## config.mk

```make
export PLATFORM = sky130hd
export DESIGN_NAME = writeback_arbiter
export DESIGN_NICKNAME = d
export VERILOG_FILES = /design/src/rtl/writeback_arbiter.sv
export SDC_FILE = /design/constraint.sdc
export NUM_CORES = 1
export LEC_CHECK = 0
export BUFFER_PORTS_ARGS = -buffer_cell sky130_fd_sc_hd__buf_2
export CAP_MARGIN = 20
export CORE_UTILIZATION = 35
export CTS_CLUSTER_DIAMETER = 80
export DETAILED_ROUTE_END_ITERATION = 16
export PLACE_DENSITY = 0.55
export SETUP_SLACK_MARGIN = 0.02
export SKIP_CTS_REPAIR_TIMING = 1
export SYNTH_ARGS = -nofsm -noshare
export SYNTH_HDL_FRONTEND = slang
export SYNTH_SLANG_ARGS = --single-unit
```

## constraint.sdc

```tcl
create_clock -name clk -period 8.09 [get_ports clk]
set_input_delay 2.0225 -clock clk [delete_from_list [all_inputs] [get_ports clk]]
set_output_delay 2.0225 -clock clk [all_outputs]
set_load 0.005 [all_outputs]
```

## src/rtl/writeback_arbiter.sv

```systemverilog
// Writeback arbiter: maps ALU lane 0/1 results and buffered LSU loads onto the two
// register-file write ports, stalling issue when loads have waited too long.
module writeback_arbiter #(
    parameter int D_WIDTH    = 32,
    parameter int LSU_DEPTH  = 4,
    parameter int STARVE_MAX = 3
) (
    input  logic               clk,
    input  logic               rst_n,
    input  logic               i_alu0_valid,
    input  logic [3:0]         i_alu0_addr,
    input  logic [D_WIDTH-1:0] i_alu0_data,
    input  logic               i_alu1_valid,
    input  logic [3:0]         i_alu1_addr,
    input  logic [D_WIDTH-1:0] i_alu1_data,
    input  logic               i_lsu_valid,
    input  logic [3:0]         i_lsu_addr,
    input  logic [D_WIDTH-1:0] i_lsu_data,
    output logic               o_lsu_ready,
    output logic               o_stall,
    output logic               o_WE1,
    output logic               o_WE2,
    output logic [3:0]         o_WA1,
    output logic [3:0]         o_WA2,
    output logic [D_WIDTH-1:0] o_WD1,
    output logic [D_WIDTH-1:0] o_WD2
);

    localparam int PTR_W = $clog2(LSU_DEPTH);
    localparam int CNT_W = PTR_W + 1;
    localparam int SW    = $clog2(STARVE_MAX + 1);

    typedef enum logic [1:0] {IDLE, PEND, FORCE} state_t;

    state_t             state;
    logic [SW-1:0]      starve, starve_n;
    logic [3:0]         fifo_addr [LSU_DEPTH];
    logic [D_WIDTH-1:0] fifo_data [LSU_DEPTH];
    logic [PTR_W-1:0]   rd_ptr, wr_ptr, rd_ptr1;
    logic [CNT_W-1:0]   count, count_next;
    logic               alu0_ok, alu1_ok, push;
    logic [1:0]         free_ports, pops;
    logic               p1_we, p2_we;
    logic [3:0]         p1_addr, p2_addr;
    logic [D_WIDTH-1:0] p1_data, p2_data;

    // Writes to the PC (r15) never reach a port or the FIFO.
    always_comb begin
        alu0_ok     = i_alu0_valid && (i_alu0_addr != 4'hF);
        alu1_ok     = i_alu1_valid && (i_alu1_addr != 4'hF);
        o_lsu_ready = (count != CNT_W'(LSU_DEPTH));
        push        = i_lsu_valid && o_lsu_ready && (i_lsu_addr != 4'hF);
        free_ports  = 2'd2 - {1'b0, alu0_ok} - {1'b0, alu1_ok};
        pops        = (count >= CNT_W'(free_ports)) ? free_ports : count[1:0];
        rd_ptr1     = rd_ptr + PTR_W'(1);
        count_next  = count + CNT_W'(push) - CNT_W'(pops);
        starve_n    = (pops == 2'd0) ? starve + SW'(1) : '0;
    end

    always_comb begin
        p1_we   = 1'b0;
        p1_addr = '0;
        p1_data = '0;
        p2_we   = 1'b0;
        p2_addr = '0;
        p2_data = '0;
        if (alu0_ok) begin
            p1_we   = 1'b1;
            p1_addr = i_alu0_addr;
            p1_data = i_alu0_data;
            if (alu1_ok) begin
                p2_we   = 1'b1;
                p2_addr = i_alu1_addr;
                p2_data = i_alu1_data;
            end
        end else if (alu1_ok) begin
            p1_we   = 1'b1;
            p1_addr = i_alu1_addr;
            p1_data = i_alu1_data;
        end
        if (pops != 2'd0) begin
            if (!alu0_ok && !alu1_ok) begin
                p1_we   = 1'b1;
                p1_addr = fifo_addr[rd_ptr];
                p1_data = fifo_data[rd_ptr];
                if (pops == 2'd2) begin
                    p2_we   = 1'b1;
                    p2_addr = fifo_addr[rd_ptr1];
                    p2_data = fifo_data[rd_ptr1];
                end
            end else begin
                p2_we   = 1'b1;
                p2_addr = fifo_addr[rd_ptr];
                p2_data = fifo_data[rd_ptr];
            end
        end
        // The younger write supersedes the older one to the same register.
        if (p1_we && p2_we && (p1_addr == p2_addr)) begin
            p1_we = 1'b0;
        end
    end

    always_ff @(posedge clk or negedge rst_n) begin
        if (!rst_n) begin
            o_WE1 <= 1'b0;
            o_WA1 <= '0;
            o_WD1 <= '0;
            o_WE2 <= 1'b0;
            o_WA2 <= '0;
            o_WD2 <= '0;
        end else begin
            o_WE1 <= p1_we;
            o_WA1 <= p1_addr;
            o_WD1 <= p1_data;
            o_WE2 <= p2_we;
            o_WA2 <= p2_addr;
            o_WD2 <= p2_data;
        end
    end

    always_ff @(posedge clk or negedge rst_n) begin
        if (!rst_n) begin
            rd_ptr <= '0;
            wr_ptr <= '0;
            count  <= '0;
        end else begin
            rd_ptr <= rd_ptr + PTR_W'(pops);
            if (push) begin
                wr_ptr <= wr_ptr + PTR_W'(1);
            end
            count <= count_next;
        end
    end

    always_ff @(posedge clk) begin
        if (push) begin
            fifo_addr[wr_ptr] <= i_lsu_addr;
            fifo_data[wr_ptr] <= i_lsu_data;
        end
    end

    always_ff @(posedge clk or negedge rst_n) begin
        if (!rst_n) begin
            state   <= IDLE;
            starve  <= '0;
            o_stall <= 1'b0;
        end else begin
            case (state)
                IDLE: begin
                    starve  <= '0;
                    o_stall <= 1'b0;
                    if (push) begin
                        state <= PEND;
                    end
                end
                PEND: begin
                    if ((count == CNT_W'(pops)) && !push) begin
                        state   <= IDLE;
                        starve  <= '0;
                        o_stall <= 1'b0;
                    end else begin
                        starve <= starve_n;
                        if ((starve_n == SW'(STARVE_MAX)) || (count_next == CNT_W'(LSU_DEPTH))) begin
                            state   <= FORCE;
                            o_stall <= 1'b1;
                        end else begin
                            o_stall <= 1'b0;
                        end
                    end
                end
                FORCE: begin
                    if (count_next == '0) begin
                        state   <= IDLE;
                        starve  <= '0;
                        o_stall <= 1'b0;
                    end else begin
                        o_stall <= 1'b1;
                    end
                end
                default: begin
                    state   <= IDLE;
                    starve  <= '0;
                    o_stall <= 1'b0;
                end
            endcase
        end
    end

    // Issue must honour the stall; an ALU result during FORCE is a protocol error.
    assert property (@(posedge clk) disable iff (!rst_n) o_stall |-> !(i_alu0_valid || i_alu1_valid));

endmodule

```

==> impl_metrics.ini, run 1 <==
[status]
status = complete, no violations

[detailed_routing]
avgRoutedWirePerCell_um = 20.2
drc = 0
drtIter0Drc = 408
viasPerCell = 5.30
firstDrtPassIters = 6
num_vias = 6801
antenna_left = 0
wl_mm = 25.9

[global_routing]
grt_usage_pct = 17.2
grt_antenna_before_repair = 1
overflow = 0
grt_pass1_vias = 6863
grt_pass1_wl_mm = 40.3
grt_max_degree = 74

[synth]
syn_area_per_cell_um2 = 14.7
syn_inst = 704
synth_cell_types = 46
async_flop_share_pct = 37.4
synth_fp_nets = 833
ys_warn_count = 0
synth_largest_area_cell = edfxtp_1
synth_edf_count = 144
syn_area_um2 = 10300
ys_ff_latch = 230
yosys-top-cells-area = edfxtp_1 (42%), dfrtp_1 (21%), mux4_2 (16%), nand3_1 (3.1%), o22ai_1 (2.2%)
synth_flop_cell = edfxtp_1
synth.yosys.seq_area_share_pct = 62.6
netlist.area_leader.share_pct = 41.8

[clock_tree]
numCtsBuffers = 25
cts.clk_slew.worst_paths_ps = 60
cts_tree = built
htreeDepth = 1
clockBufferDepth = 3
clkSinkCount = 230
ctsRootBufferMaster = clkbuf_16
insertion_delay_ps = 530

[sta]
setup_viol = 0
fmax_mhz = 165
final-hold-violation-count = 0
grt_setup_unrepaired = no
tightest_slew_ps = 1040
slew_headroom_pct = 30.4
drv_slew = 0
fin_skew_ps = 10.2
period_needed_ps = 6050
setup_tns_ps = 0
final.period_utilization_pct = 74.8

[setup_path]
r2r-end = starve[1]$_DFFE_PN0P_
arrival_ps = 6500
path_class = in -> reg
reg2reg_from = count[0]$_DFF_PN0_
rr_worst_depth = 13
worstPathRequired_ps = 8540
crit_start = i_alu1_addr[3]
startpoint_type = input port
cp-endpoint = starve[1]$_DFFE_PN0P_
endpoint_kind = flop
crit_path_max_fanout = 9
rrSetupSlack_ps = 3850

[finish]
nets = 1007
fin_area_um2 = 12600
drive_gt1_share_pct = 37.7
area_delta_synth_final_pct = 22.1
fillers = 2645

[power_and_ir_drop]
powerDensity_nw_per_um2 = 355
peakVddDrop_v = 0.000152
p_leak_nw = 4.82

[place]
io_buffers = 188
placed_area_um2 = 11700
gp_congestion = 0.737
dp_hpwl_mm = 16.8

[floorplan]
initial_core_util_pct = 35.8
fp.coreArea_um2 = 28900
die_y_um = 174
die_w_um = 174
io_pins = 189
row_count = 62
dieArea_um2 = 30300

[worst_hold_path]
holdCritPathClass = reg -> reg

[flow_run]
drv_cap = 0
## per-layer routing
metal / part of all wire (%) / routed length, um / global-route usage, %
met5: 0 / 0 / 0
met4: 1.3 / 328 / 3.95
met3: 5.5 / 1420 / 2.76
met2: 49 / 12800 / 29.3
met1: 44 / 11400 / 23.2
## worst min path at each step
stage                                     start                    end  slack (ps)  cells past startpoint
after floorplan           starve[1]$_DFFE_PN0P_  starve[1]$_DFFE_PN0P_         450                      1
after global placement    starve[1]$_DFFE_PN0P_  starve[1]$_DFFE_PN0P_         490                      1
after detailed placement  starve[1]$_DFFE_PN0P_  starve[1]$_DFFE_PN0P_         500                      1
after CTS                 starve[1]$_DFFE_PN0P_  starve[1]$_DFFE_PN0P_         500                      1
after global routing      starve[1]$_DFFE_PN0P_  starve[1]$_DFFE_PN0P_         520                      1
final                     starve[1]$_DFFE_PN0P_  starve[1]$_DFFE_PN0P_         500                      1
## cells in the mapped netlist (5+ instances only)
cell,n
inv_1,14
nand3_1,64
nand2_1,39
dfrtp_1,86
buf_1,7
a31oi_1,33
o22ai_1,36
o21ai_0,6
ha_1,15
a21oi_1,37
edfxtp_1,144
mux2_2,5
clkbuf_1,43
and3_1,5
mux4_2,72
nor2_1,40
## cell type report
type,count,area [um2],area share (%)
multi-input cells,406,3660,29.0
flip-flops and latches,230,6480,51.3
diodes,1,2.50,0.0198
well taps,384,480,3.80
inverters,14,52.6,0.416
clock buffers,31,698,5.53
repair buffers,201,1070,8.44
clock inverters,15,189,1.50
## state kept, by name, indices dropped and copies added (netlist names)
register,cells
fifo_data,128
o_stall,1
o_WD2,32
starve,2
o_WE1,1
state,2
rd_ptr,2
o_WA1,4
o_WE2,1
fifo_addr,16
count,3
o_WD1,32
o_WA2,4
wr_ptr,2
## cell families (layout without fill, tap and decap cells)
kind of cell,after synthesis,in the layout,share of synthesized area (%)
other cells,0,1,0
buf+inv,68,261,2.51
fa+ha+maj,16,16,2.01
simple gates,167,167,7.52
xor+xnor,6,6,0.508
mux,81,81,16.6
flops,230,230,62.6
compound gates,136,136,8.23
## worst max-delay path, stage by stage
cell	delay (ps)
buf_2	130
a41oi_4	210
inv_1	70
ha_1	470
ha_1	290
nand2b_4	140
a211oi_2	710
mux2_2	430
ha_1	270
inv_1	40
ha_1	190
fa_1	430
xnor2_1	170
o31a_1	320
or4_1	470
o21ai_0	140
## per-stage QoR
| stage | utilization [%] | hold slack, ps | setup WS, ps | std cells | total power [W] |
|---|---|---|---|---|---|
| global route | 43.7 | 517 | 1800 | 1281 | 0.00476 |
| detailed placement | 40.4 | 500 | 1460 | 1233 | 0.00332 |
| finish | 43.7 | 502 | 2040 | 1282 | 0.00448 |
| floorplan | - | 451 | 1220 | 704 | 0.00281 |
| global placement | 40.4 | 486 | 1510 | 1233 | 0.00330 |
| CTS | 43.5 | 505 | 2050 | 1279 | 0.00454 |
## layout by cell type, fill, tap and decap left out, drive strengths merged, types with 2 or more instances in the layout
cell type	n
mux2	6
mux4	72
nor2	40
and2	4
o211ai	2
a31oi	33
o21a	3
o22ai	36
edfxtp	144
nand4	2
nor3	4
clkbuf	31
a21o	3
inv	15
a31o	3
or4	2
ha	15
xor2	2
bufinv	4
nand2	40
clkinv	9
dfrtp	86
mux2i	3
a211oi	2
a32oi	4
buf	201
and3	5
a21oi	37
o31a	2
nor2b	2
nand3	64
o21ai	6
xnor2	4
## power breakdown
| group | internal, W | leakage, nW | switching, W |
|---|---|---|---|
| clock | 0.000741 | 0.440 | 0.000469 |
| sequential | 0.00158 | 2.34 | 0.000231 |
| combinational | 0.000753 | 2.03 | 0.000714 |
| total | 0.00307 | 4.82 | 0.00141 |
Power figures use the tool's default switching activity.
==> run 2: changes to the inputs <==
--- a/config.mk
+++ b/config.mk
@@ -10,7 +10,7 @@
 export CORE_UTILIZATION = 35
 export CTS_CLUSTER_DIAMETER = 80
 export DETAILED_ROUTE_END_ITERATION = 16
-export PLACE_DENSITY = 0.55
+export PLACE_DENSITY = 0.57
 export SETUP_SLACK_MARGIN = 0.02
 export SKIP_CTS_REPAIR_TIMING = 1
 export SYNTH_ARGS = -nofsm -noshare
==> constraint.sdc (replaced) <==
create_clock -name clk -period 5.3 [get_ports clk]
set_input_delay 1.325 -clock clk [delete_from_list [all_inputs] [get_ports clk]]
set_output_delay 1.325 -clock clk [all_outputs]
set_load 0.005 [all_outputs]
==> impl_metrics.ini, run 2 (synthesis gave the netlist of run 1 again) <==
[global_routing]
overflow = 0
grt_antenna_before_repair = 2
grt_pass1_wl_mm = 40.0
grt_usage_pct = 17.1
grt_pass1_vias = 6996
grt_max_degree = 74

[sta]
period_needed_ps = 4590
grt_setup_unrepaired = no
drv_slew = 0
final-hold-violation-count = 0
fin_skew_ps = 16.1
setup_viol = 0
hold_slack_ps = 460
tightest_slew_ps = 1060
fmax_mhz = 218
final.period_utilization_pct = 86.6
slew_headroom_pct = 29.7

[setup_path]
crit_start = i_alu1_addr[2]
cpMaxStageDelayCell = or4_1
crit_path_cell_trace = buf_2 > a41oi_4 > inv_4 > ha_4 > ha_4 > nand2b_4 > a211oi_4 > mux2_4 > ha_4 > inv_2 > ha_4 > fa_2 > xnor2_2 > o31a_1 > or4_1 > o21ai_1
crit_path_max_fanout = 7
endpoint_kind = flop
slowest_delay_ps = 540
cpMostUsedCell = ha_4
worstPathRequired_ps = 5740
reg2reg_from = count[0]$_DFF_PN0_
startpoint_type = input port
arrival_ps = 5030
path_class = in -> reg
rr_worst_depth = 13

[place]
dp_hpwl_mm = 16.7
gp_congestion = 0.758
io_buffers = 188
placed_area_um2 = 11800

[finish]
nets = 1011
largest_reg_flops = 128
largest_registers = fifo_data: 128 flops, o_WD1: 32 flops, o_WD2: 32 flops
final_common_cell = buf_2
top_register = fifo_data
area_delta_synth_final_pct = 22.9
multiInputGateArea_um2 = 3750
final_cell_mix = buf_2 (187), edfxtp_1 (144), dfrtp_1 (84), mux4_2 (72), nand3_1 (64)
seq_area_um2 = 6480
drive_gt1_share_pct = 39.0
utilization_pct = 44.0
fillers = 2635
fin_area_um2 = 12700

[clock_tree]
htreeDepth = 1
cts.clk_slew.worst_paths_ps = 60
clockBufferDepth = 3
ctsRootBufferMaster = clkbuf_16
clkSinkCount = 230
cts_tree = built
insertion_delay_ps = 520
numCtsBuffers = 26

[detailed_routing]
avgRoutedWirePerCell_um = 19.9
num_vias = 6776
drc = 0
viasPerCell = 5.26
antenna_left = 0
firstDrtPassIters = 5
wl_mm = 25.7
drtIter0Drc = 450

[floorplan]
die_w_um = 174
row_count = 62
initial_core_util_pct = 35.8
io_pins = 189
die_y_um = 174
dieArea_um2 = 30300
fp.coreArea_um2 = 28900

[power_and_ir_drop]
powerDensity_nw_per_um2 = 542
p_leak_nw = 4.82
power_w = 0.00690
peakVddDrop_v = 0.000384

[worst_hold_path]
hold_start = starve[1]$_DFFE_PN0P_
holdCritPathClass = reg -> reg
worstHoldPathCells = 1

[flow_run]
drv_cap = 0

[status]
status = complete, no violations
run 2: cell types whose count changed in the layout (fill, tap and decap cells not counted), moves of 4 or more:
cell,before,now
buf_4,12,17
clkbuf_1,1,5
ha_4,0,5
ha_1,15,10
inv_1,13,9
run 2: worst max-delay path: cells and delay by family:
family | cells | cell delay [ps]
adder cells (fa/ha/maj) | 5 | 1220
XOR/XNOR | 1 | 150
AO/OA/AOI/OAI | 4 | 1060
buffers and inverters | 3 | 210
AND/OR/NAND/NOR | 2 | 680
multiplexers | 1 | 350
run 2: power breakdown:
group	internal (W)	switching (W)	leakage, nW	total [W]
registers	0.00241	0.000388	2.34	0.00279
logic	0.00119	0.00108	2.05	0.00227
clock network	0.00112	0.000712	0.430	0.00183
run 2: final timing paths:
kind                                         end  slack (ps)
max                        starve[1]$_DFFE_PN0P_         710
min                        starve[1]$_DFFE_PN0P_         460
min reg2reg                starve[1]$_DFFE_PN0P_         460
min in group asynchronous     o_WA2[3]$_DFF_PN0_         870
max in group asynchronous    rd_ptr[1]$_DFF_PN0_        3450
max reg2reg                starve[1]$_DFFE_PN0P_        1560
run 2: area by class of cell:
cell class,instances,area share [%]
sequential,230,51.0
multi-input combinational,406,29.5
timing repair buffer,204,8.36
clock buffer,35,5.78
tap,384,3.78
clock inverter,13,1.18
inverter,14,0.452
antenna,2,0.0393
run 2: per-layer routing:
metal | wire (um) | vias up | global-route usage, %
li1 | - | 3134 | -
met1 | 11100 | 3374 | 22.7
met2 | 12500 | 235 | 28.7
met3 | 1610 | 33 | 3.13
met4 | 486 | 0 | 5.04
met5 | 0 | - | 0
run 2: per-stage QoR:
stage | setup TNS, ps | worst slack (ps) | std cells
3_5_place_dp | 0 | 194 | 1238
2_1_floorplan | -61.8 | -61.8 | 704
3_3_place_gp | 0 | 228 | 1238
4_1_cts | 0 | 720 | 1286
5_1_grt | 0 | 590 | 1287
6_report | 0 | 708 | 1288
